`config.mk`:
```
export PLATFORM = sky130hd
export DESIGN_NAME = t07_mmio_arbiter
export DESIGN_NICKNAME = d
export VERILOG_FILES = /design/src/rtl/t07_arb_pkg.sv /design/src/rtl/t07_busy_edge_detect.sv /design/src/rtl/t07_mmio_arbiter.sv
export SDC_FILE = /design/constraint.sdc
export NUM_CORES = 1
export LEC_CHECK = 0
export CAP_MARGIN = 20
export CORE_MARGIN = 10
export CORE_UTILIZATION = 40
export CTS_CLUSTER_DIAMETER = 80
export DETAILED_ROUTE_END_ITERATION = 8
export MAX_ROUTING_LAYER = met4
export PLACE_DENSITY_LB_ADDON = 0.25
export SLEW_MARGIN = 15
export SYNTH_ARGS = -nofsm -noshare
export SYNTH_HDL_FRONTEND = slang
export SYNTH_SLANG_ARGS = --single-unit
```
`constraint.sdc`:
```
create_clock -name clk -period 2.4 [get_ports clk]
set_input_delay 0.48 -clock clk [delete_from_list [all_inputs] [get_ports clk]]
set_output_delay 0.48 -clock clk [all_outputs]
set_load 0.005 [all_outputs]
```
`src/rtl/t07_arb_pkg.sv`:
```
// t07_arb_pkg: shared op encoding and arbiter state type for the MMIO arbiter
package t07_arb_pkg;
  typedef enum logic [1:0] {
    RWI_IDLE  = 2'b00,
    RWI_WRITE = 2'b01,
    RWI_READ  = 2'b10,
    RWI_FETCH = 2'b11
  } rwi_t;
  typedef enum logic [1:0] {IDLE, ISSUE, WAIT} arb_state_t;
  function automatic logic is_read(input rwi_t op);
    return op == RWI_READ || op == RWI_FETCH;
  endfunction
endpackage

```
`src/rtl/t07_busy_edge_detect.sv`:
```
// t07_busy_edge_detect: registers mem_busy and flags its falling edge (transaction completion)
module t07_busy_edge_detect (
  input  logic clk,
  input  logic nrst,
  input  logic busy_i,
  output logic busy_fall_o
);
  logic prev_busy_q;
  logic prev_busy_d;
  assign prev_busy_d = busy_i;
  assign busy_fall_o = prev_busy_q & ~busy_i;
  // previous-cycle busy, sampled every cycle regardless of arbiter state
  always_ff @(posedge clk or negedge nrst)
    if (!nrst) prev_busy_q <= 1'b0;
    else prev_busy_q <= prev_busy_d;
endmodule

```
`src/rtl/t07_mmio_arbiter.sv`:
```
// t07_mmio_arbiter: round-robin share of one MMIO port between CPU (0) and DMA (1); T07_ARB_TIMEOUT_EN adds a watchdog
module t07_mmio_arbiter
  import t07_arb_pkg::*;
#(
  parameter int ADDR_W         = 32,
  parameter int DATA_W         = 32,
  parameter int TIMEOUT_CYCLES = 1024
) (
  input  logic              clk,
  input  logic              nrst,
  input  logic [1:0]        req_i,
  input  logic [1:0]        rwi0_i,
  input  logic [1:0]        rwi1_i,
  input  logic [ADDR_W-1:0] addr0_i,
  input  logic [ADDR_W-1:0] addr1_i,
  input  logic [DATA_W-1:0] wdata0_i,
  input  logic [DATA_W-1:0] wdata1_i,
  output logic [1:0]        gnt_o,
  output logic [1:0]        done_o,
  output logic              err_o,
  output logic [DATA_W-1:0] rdata_o,
  output logic [1:0]        mem_rwi_o,
  output logic [ADDR_W-1:0] mem_addr_o,
  output logic [DATA_W-1:0] mem_wdata_o,
  input  logic [DATA_W-1:0] mem_rdata_i,
  input  logic              mem_busy_i
);
  arb_state_t        state_q, state_d;
  logic [1:0]        gnt_q, gnt_d, done_q, done_d;
  logic [DATA_W-1:0] rdata_q, rdata_d, wdata_q, wdata_d;
  logic [ADDR_W-1:0] addr_q, addr_d;
  rwi_t              rwi_q, rwi_d;
  logic              last_q, last_d;
  logic              busy_fall, v0, v1, win;

  t07_busy_edge_detect u_edge (
    .clk        (clk),
    .nrst       (nrst),
    .busy_i     (mem_busy_i),
    .busy_fall_o(busy_fall)
  );

  assign v0  = req_i[0] & (rwi0_i != RWI_IDLE);
  assign v1  = req_i[1] & (rwi1_i != RWI_IDLE);
  assign win = (v0 & v1) ? ~last_q : v1;

`ifdef T07_ARB_TIMEOUT_EN
  localparam int CW = (TIMEOUT_CYCLES > 2) ? $clog2(TIMEOUT_CYCLES) : 1;
  logic [CW-1:0] cnt_q, cnt_d;
  logic          err_q, err_d;
  assign err_o = err_q;
`else
  logic unused_timeout;
  assign unused_timeout = ^TIMEOUT_CYCLES;
  assign err_o = 1'b0;
`endif

  // next-state: grant in IDLE, wait for busy to rise in ISSUE, complete on busy fall in WAIT
  always_comb begin
    state_d = state_q;
    gnt_d   = gnt_q;
    done_d  = 2'b00;
    rdata_d = rdata_q;
    rwi_d   = rwi_q;
    addr_d  = addr_q;
    wdata_d = wdata_q;
    last_d  = last_q;
`ifdef T07_ARB_TIMEOUT_EN
    cnt_d   = cnt_q;
    err_d   = 1'b0;
`endif
    case (state_q)
      IDLE: begin
`ifdef T07_ARB_TIMEOUT_EN
        cnt_d = '0;
`endif
        if (!mem_busy_i && (v0 || v1)) begin
          state_d = ISSUE;
          gnt_d   = win ? 2'b10 : 2'b01;
          last_d  = win;
          rwi_d   = rwi_t'(win ? rwi1_i : rwi0_i);
          addr_d  = win ? addr1_i : addr0_i;
          wdata_d = win ? wdata1_i : wdata0_i;
        end
      end
      ISSUE: state_d = mem_busy_i ? WAIT : ISSUE;
      WAIT: if (busy_fall) begin
        state_d = IDLE;
        done_d  = gnt_q;
        gnt_d   = 2'b00;
        rwi_d   = RWI_IDLE;
        rdata_d = is_read(rwi_q) ? mem_rdata_i : rdata_q;
      end
      default: state_d = IDLE;
    endcase
`ifdef T07_ARB_TIMEOUT_EN
    if (state_q != IDLE) begin
      if (cnt_q == CW'(TIMEOUT_CYCLES - 1)) begin
        state_d = IDLE;
        done_d  = gnt_q;
        err_d   = 1'b1;
        gnt_d   = 2'b00;
        rwi_d   = RWI_IDLE;
        rdata_d = '0;
      end else cnt_d = cnt_q + CW'(1);
    end
`endif
  end

  // all arbiter state and registered outputs; last grant starts at 1 so master 0 wins the first tie
  always_ff @(posedge clk or negedge nrst) begin
    if (!nrst) begin
      state_q <= IDLE;
      gnt_q   <= 2'b00;
      done_q  <= 2'b00;
      rdata_q <= '0;
      rwi_q   <= RWI_IDLE;
      addr_q  <= '0;
      wdata_q <= '0;
      last_q  <= 1'b1;
`ifdef T07_ARB_TIMEOUT_EN
      cnt_q   <= '0;
      err_q   <= 1'b0;
`endif
    end else begin
      state_q <= state_d;
      gnt_q   <= gnt_d;
      done_q  <= done_d;
      rdata_q <= rdata_d;
      rwi_q   <= rwi_d;
      addr_q  <= addr_d;
      wdata_q <= wdata_d;
      last_q  <= last_d;
`ifdef T07_ARB_TIMEOUT_EN
      cnt_q   <= cnt_d;
      err_q   <= err_d;
`endif
    end
  end

  assign gnt_o       = gnt_q;
  assign done_o      = done_q;
  assign rdata_o     = rdata_q;
  assign mem_rwi_o   = rwi_q;
  assign mem_addr_o  = addr_q;
  assign mem_wdata_o = wdata_q;
endmodule

```
# --- After elaboration in Yosys (flattened, before gate mapping) ---
# Index checks and enable logic that the tools add are counted.
totals:
  ff_bits: 106
classes:
  eq_ne: 6
  n_mux: 15
  n_bitwise: 6
  reduce_logical: 12
op_table:
  columns: ["operator", "count"]
  rows:
  - ["$mux W32", 2]
  - ["$mux W2", 9]
  - ["$pmux W2 S2", 2]
  - ["$eq A2 B2 Y1 const B", 3]
  - ["$pmux W2 S3", 1]
  - ["$reduce_and A3 Y1", 2]
  - ["$reduce_bool A2 Y1", 3]
  - ["$and A1 B1 Y1", 4]
  - ["$ne A2 B2 Y1 const B", 2]
  - ["$reduce_and A2 Y1", 2]
  - ["$eq A2 B1 Y1 const B", 1]
  - ["$logic_not A2 Y1", 1]
  - ["$logic_or A1 B1 Y1", 2]
  - ["$not A1 Y1", 2]
  - ["$logic_and A1 B1 Y1", 1]
  - ["$logic_not A1 Y1", 1]
  - ["$mux W1", 1]

# --- Logic depth before layout (Yosys ltp) ---
# Gate-level depths: netlist of run 1.
logic_depth:
  depth_word: 7
  depth_mapped: 7
  mapped_depth_nobuf: 4

# --- By module ---
# Synthesis of run 1 repeated with hierarchy kept, for this count alone.
unflattened:
  cells_unflattened: 325
  hier_area_um2: 4410.5
modules_own_cells:
  columns: ["mod", "n_inst", "cells_per_inst", "area_each_um2"]
  rows:
  - ["t07_mmio_arbiter", 1, 323, 4371.7]
  - ["t07_busy_edge_detect", 1, 2, 38.8]

# --- Worst setup path before layout of run 1 ---
# OpenSTA, ideal clock, no wires.
synth_path:
  kind: "input port to flip-flop"
  start: "in rwi1_i[0]"
  end: "reg wdata_q[20] (netlist: mem_wdata_o[20])"
  setup_ns: 0.137
  arrival_time_ns: 1.453
  path_slack_ns: 0.810
  cell_stages: 6
  n_path_buf: 2
  cell_sequence: "o21a_1 -> o21ai_2 -> buf_4 -> buf_4 -> mux2i_1 -> a21oi_1"
synth_between:
  elab_chain_cells: 5
  word_cells_on_any_way: 8
synth_rtl:
  columns: ["item", "line_no", "source"]
  rows:
  - ["from (decl)", "t07_mmio_arbiter.sv:13", "input logic [1:0] rwi1_i,"]
  - ["$reduce_bool A2 Y1 *", "t07_mmio_arbiter.sv:44", "assign v1 = req_i[1] & (rwi1_i != RWI_IDLE);"]
  - ["$and A1 B1 Y1 *", "t07_mmio_arbiter.sv:44", null]
  - ["$and A1 B1 Y1 / $logic_or A1 B1 Y1 (equally long branches)", "t07_mmio_arbiter.sv:45, t07_mmio_arbiter.sv:77", null]
  - ["$mux W1 / $logic_and A1 B1 Y1 (equally long branches)", "t07_mmio_arbiter.sv:45, t07_mmio_arbiter.sv:77", null]
  - ["$mux W32 / $reduce_and A2 Y1 (equally long branches)", null, null]
  - ["to (signal assigned)", "t07_mmio_arbiter.sv:132", "wdata_q <= wdata_d;"]
  - ["to (decl)", "t07_mmio_arbiter.sv:30", "logic [DATA_W-1:0] rdata_q, rdata_d, wdata_q, wdata_d;"]
# Every way passes the cells marked *; elsewhere a longest branch is shown, timed or not.
# A chain may end at the register's enable or synchronous reset.

# --- Worst setup path in the final report of run 1 ---
layout_path:
  start: "in rwi0_i[0]"
  end: "reg wdata_q[15] (netlist: mem_wdata_o[15])"
layout_between:
  elab_chain_cells: 5
  word_cells_on_any_way: 8
layout_rtl:
  columns: ["item", "line_no", "source"]
  rows:
  - ["from (decl)", "t07_mmio_arbiter.sv:12", "input logic [1:0] rwi0_i,"]
  - ["$reduce_bool A2 Y1 *", "t07_mmio_arbiter.sv:43", "assign v0 = req_i[0] & (rwi0_i != RWI_IDLE);"]
  - ["$and A1 B1 Y1 *", "t07_mmio_arbiter.sv:43", null]
  - ["$and A1 B1 Y1 / $logic_or A1 B1 Y1 (equally long branches)", "t07_mmio_arbiter.sv:45, t07_mmio_arbiter.sv:77", null]
  - ["$mux W1 / $logic_and A1 B1 Y1 (equally long branches)", "t07_mmio_arbiter.sv:45, t07_mmio_arbiter.sv:77", null]
  - ["$mux W32 / $reduce_and A2 Y1 (equally long branches)", null, null]
# Marks and branches as above.

==> results.toml, run 1 <==
[cts]
clkLatencyLatePin_ns = 0.35
cts.sinks = 106
h-tree-depth = 3
clk_pin_slew_ns = 0.07
clk_path_buf_depth = 2
cts_tree = "built"
cts_setup_buffers = 0
ctsResizeCount = 0
ctsHoldBuffers = 0
cts_made_buffers = 9
cts_root_buf = "clkbuf_16"

[place]
hpwl_mm = 12.9
placed_area_mm2 = 0.00764
port_buffers = 270
gp_congestion = 0.775

[route]
drt_iter0_drc = 124
first_pass_iters = 4
routedWlPerCell_um = 19.9
vias = 3956
drc = 0
drt-total-wl_mm = 16.0
via_per_inst = 4.92
detail-route-antenna-nets = 0

[final_layout]
fin_area_mm2 = 0.00799
final_nets = 824
finish.utilization_pct = 69.7
layout-drive-gt1-share_pct = 10.5
area_growth_pct = 70.0
final_cell_mix = "269 x clkdlybuf4s50_1, 105 x dfrtp_1, 65 x nor2_1"
final_common_cell = "clkdlybuf4s50_1"

[pwr]
vdd_drop_max_v = 0.000825
intPower_w = 0.00543
power_w = 0.00745
switching_share_pct = 27.2
p_sw_w = 0.00203
powerDensity_mw_per_mm2 = 933
clkPwrFrac_pct = 23.1
power_frac_comb_pct = 39.3
seqPwrFrac_pct = 37.6
power.leakage_nw = 3.63

[die]
die_w_um = 128
dieArea_mm2 = 0.0165
die_y_um = 128
start_util_pct = 41.0
ioPinCount = 272
core_area_mm2 = 0.0115
rows = 39

[setup_path]
cp_max_fo = 18
cp.arrival_ns = 2.09
cp-end-kind = "flop"
start_kind = "input pin"
crit_type = "in2reg"
required_ns = 2.63

[global_route]
grt_max_degree = 51
grt_pass1_wl_mm = 24.2
overflow = 0
grt_pass1_vias = 4407
grt_usage_pct = 19.5
antenna_found_initial = 1

[yosys]
synth_seq_area_share_pct = 56.5
synthTopCellsByArea = "dfrtp_1 56%, mux2i_1 14%, mux2_4 9.6%"
synth_seq_cells = 106
ys.warnings.count = 0
syn_nets = 556
syn-instance-count = 387
synth_top_area_share_pct = 55.9
yosysTopAreaCell = "dfrtp_1"
syn-cell-area_mm2 = 0.00470
synth.distinct_cells = 31
synth.avg_cell_area_um2 = 12.1

[timing]
setup_viol = 0
post-route-period-util_pct = 77.5
final.min_clock_period_ns = 1.86
finalSetupTns_ns = 0
hold_viol = 0
worstMarginPinSlew_ns = 0.528
maxSlewViolCount = 0
relSlewSlack_pct = 64.8
rsz0062_at_grt = "false"
fmax_mhz = 538
fin_worst_skew_ns = 0.00359

[status]
status = "complete, no violations"

[run]
drv_cap = 0

[worst_hold_path]
holdCritPathClass = "in2async"
power by group through the flow:
stage               Sequential [W]  Combinational (W)  Clock [W]
finish                     0.00280            0.00293    0.00172
detailed placement         0.00284            0.00297          0
global route               0.00289            0.00318    0.00182
floorplan                  0.00286           0.000944          0
global placement           0.00280            0.00291          0
CTS                        0.00281            0.00299    0.00177
worst paths after layout:
check                      slack [ns]    startpoint              end  cells after the start
min in group clk                 0.51  mem_rwi_o[0]     mem_rwi_o[0]                      1
min                              0.11          nrst   mem_addr_o[17]                      1
max in group asynchronous        1.58          nrst           last_q                      2
max                              0.54     rwi0_i[0]  mem_wdata_o[15]                      7
max reg2reg                      0.66    state_q[0]       rdata_o[0]                      5
min reg2reg                      0.51  mem_rwi_o[0]     mem_rwi_o[0]                      1
through the flow:
| stage | worst slack (ns) | cells | hold WS, ns |
|---|---|---|---|
| global placement | 0.268 | 787 | 0.476 |
| floorplan | 0.810 | 387 | 0.184 |
| global route | 0.457 | 804 | 0.132 |
| detailed placement | 0.167 | 787 | 0.489 |
| finish | 0.540 | 804 | 0.107 |
| CTS | 0.544 | 803 | 0.111 |
Yosys cell counts:
master / number
dfstp_2: 1
nand2_2: 1
nor2_1: 65
mux2_4: 30
a22o_1: 2
clkbuf_1: 6
nand2_1: 1
o21ai_2: 1
nor3b_2: 1
buf_6: 3
nor3b_1: 1
mux2i_1: 64
nor3_1: 4
o21ai_0: 2
o21bai_1: 1
and2b_1: 1
inv_1: 1
o311ai_2: 1
buf_4: 6
a21oi_1: 64
mux2_1: 2
o21ai_1: 1
dfrtp_1: 105
a21o_1: 2
inv_2: 1
mux2_2: 2
buf_2: 11
and2_1: 2
nand2b_1: 1
o21a_1: 3
conb_1: 1
final cells by class:
class	count	area (um2)
antenna	1	2.50
clock buffer	11	253
clock inverter	5	100
fill	868	3480
inverter	2	7.51
multi-input combinational	253	1900
sequential	106	2650
tap	143	179
timing repair buffer	283	2900
worst max-delay path, stage by stage:
cell and delay, ns:
clkdlybuf4s50_1 0.53, o21ai_1 0.12, o21ai_4 0.24, buf_12 0.22, buf_12 0.19, mux2i_1 0.22, a21oi_1 0.10
sequential cells by signal, summed over array words and instances (netlist names):
register            flops
last_q                  1
rdata_o                32
gnt_o                   2
mem_addr_o             32
mem_rwi_o               2
u_edge.prev_busy_q      1
state_q                 2
done_o                  2
mem_wdata_o            32
kinds of logic (layout without fill, tap and decap cells):
group / Yosys count / in the layout / share of synthesized area, %
AND/OR/NAND/NOR: 77 / 77 / 6.81
multiplexers: 98 / 98 / 24.2
other: 1 / 2 / 0.0798
buffers and inverters: 28 / 301 / 3.49
flip-flops: 106 / 106 / 56.5
AO/OA/AOI/OAI: 77 / 77 / 9.00
metal layers:
layer  global-route usage, %  routed length, um
met5                       -                  0
met4                    5.23                240
met3                    8.30               1640
met2                    32.4               7940
met1                    21.0               6200
No activity file was read; power rests on OpenSTA's default activity.
==> run 2: changes to the inputs <==
--- a/config.mk
+++ b/config.mk
@@ -7,7 +7,7 @@
 export LEC_CHECK = 0
 export CAP_MARGIN = 20
 export CORE_MARGIN = 10
-export CORE_UTILIZATION = 40
+export CORE_UTILIZATION = 35
 export CTS_CLUSTER_DIAMETER = 80
 export DETAILED_ROUTE_END_ITERATION = 8
 export MAX_ROUTING_LAYER = met4
==> constraint.sdc (replaced) <==
create_clock -name clk -period 1.5 [get_ports clk]
set_input_delay 0.3 -clock clk [delete_from_list [all_inputs] [get_ports clk]]
set_output_delay 0.3 -clock clk [all_outputs]
set_load 0.005 [all_outputs]
==> results.toml, run 2 (same netlist as run 1, synthesis figures left out) <==
[cts]
clk_pin_slew_ns = 0.07
clkLatencyLatePin_ns = 0.34
cts_root_buf = "clkbuf_16"
cts_tree = "built"
cts_made_buffers = 9
cts.sinks = 106
h-tree-depth = 3
clk_path_buf_depth = 2

[final_layout]
final_common_cell = "clkdlybuf4s50_1"
layout.cells.non_filler = 876
n_fill_cell = 1056
final_cell_mix = "161 x clkdlybuf4s50_1, 107 x dlygate4sd2_1, 105 x dfrtp_1"
finish.utilization_pct = 66.1
final_nets = 864
ff_latch_area_mm2 = 0.00265
multi_input_area_mm2 = 0.00210
layout-drive-gt1-share_pct = 19.3
area_growth_pct = 85.4

[timing]
maxSlewViolCount = 0
hold_viol = 0
setup_slack_ns = -0.110
final.min_clock_period_ns = 1.61
setup_viol = 73
post-route-period-util_pct = 107
hold_ws_ns = 0.479
rsz0062_at_grt = "true"
fin_worst_skew_ns = 0.00708
fmax_mhz = 621

[global_route]
antenna_found_initial = 1
overflow = 0
grt_usage_pct = 19.1
grt_max_degree = 39
grt_pass1_wl_mm = 26.6
grt_pass1_vias = 4705

[die]
ioPinCount = 272
rows = 42
die_y_um = 136
die_w_um = 136
dieArea_mm2 = 0.0185
core_area_mm2 = 0.0132
start_util_pct = 35.6

[pwr]
power.leakage_nw = 4.09
powerDensity_mw_per_mm2 = 1310
vdd_drop_max_v = 0.000619

[setup_path]
crit_type = "in2reg"
cp_max_fo = 8
critPathMaxStageDelay_ns = 0.53
crit_chain = "clkdlybuf4s50_1 > o21ai_2 > o21ai_4 > buf_6 > buf_12 > buf_16 > mux2i_1 > a21oi_1"
ff2ff_path_depth = 7
crit_slowest_cell = "clkdlybuf4s50_1"
required_ns = 1.73
start_kind = "input pin"
cp-end-kind = "flop"
cp.arrival_ns = 1.84

[place]
port_buffers = 270
place_inst = 827
hpwl_mm = 12.5
gp_congestion = 0.822

[route]
vias = 4233
drt_iter0_drc = 194
drc = 0
drt-total-wl_mm = 18.5
detail-route-antenna-nets = 0
via_per_inst = 4.83
first_pass_iters = 4
routedWlPerCell_um = 21.1

[status]
status = "finished with violations"
violations = "negative setup slack"

[worst_hold_path]
holdCritPathClass = "in2async"

[run]
drv_cap = 0
run 2: changes by cell type in the layout (fill, tap and decap cells not counted), sizes merged:
cell	change
buf	+31
bufinv	-3
clkbuf	+10
clkdlybuf4s50	-108
clkinv	-1
clkinvlp	+1
dlygate4sd2	+107
dlygate4sd3	+1
dlymetal6s2s	+1
run 2: layer usage:
| layer | share of wire, % | GRT usage [%] |
|---|---|---|
| met2 | 47 | 29.4 |
| met3 | 8.1 | 5.94 |
| met4 | 1.7 | 6.63 |
| met5 | 0 | - |
| met1 | 43 | 23.4 |
run 2: through the flow:
step           setup WS, ns  power [W]  instance area [um2]  setup TNS, ns
2_1_floorplan       -0.0316    0.00610                 4720         -0.947
3_3_place_gp         -0.376    0.00918                 7740         -33.78
3_5_place_dp         -0.448    0.00930                 7740         -37.19
4_1_cts             -0.0911     0.0112                 8380          -2.60
5_1_grt              -0.136     0.0121                 8710          -7.95
6_report             -0.110     0.0114                 8710          -3.75
run 2: layout make-up:
class | count | area share, %
Clock inverter | 2 | 0.144
Multi-Input combinational cell | 253 | 24.0
Tap cell | 176 | 2.53
Antenna cell | 1 | 0.0287
Sequential cell | 106 | 30.5
Timing Repair Buffer | 323 | 39.7
Clock buffer | 13 | 2.99
Inverter | 2 | 0.0861
run 2: report_power, final:
part           total, W  internal (W)  switching [W]
Combinational   0.00472       0.00284        0.00188
Clock           0.00220       0.00121       0.000996
Sequential      0.00447       0.00390       0.000568
Total            0.0114       0.00795        0.00345
run 2: what timing repair did:
| item | CTS | global route |
|---|---|---|
| endpoints found under the setup margin | 201 | 101 |
| gates resized for setup | 136 | 38 |
| endpoints found under the hold margin | 24 | 0 |
| pin swaps | 17 | 18 |
| buffers inserted | 13 | 4 |
| hold buffers | 1 | 0 |
| cloned | 9 | 10 |
run 2: critical path: cells and delay by family:
family | cells | cell delay (ns)
mux | 1 | 0.21
buf+inv | 4 | 0.95
compound gates | 3 | 0.36
run 2: path summary, 6_finish.rpt:
path,startpoint,slack [ns],to
worst max-delay path,req_i[0],-0.11,mem_addr_o[30]
worst min register to register,gnt_o[0],0.49,gnt_o[0]
min in group clk,rwi1_i[1],0.49,mem_rwi_o[1]
max in group asynchronous,nrst,0.48,last_q
worst max register to register,last_q,-0.07,mem_addr_o[30]
worst min-delay path,nrst,0.48,mem_wdata_o[8]
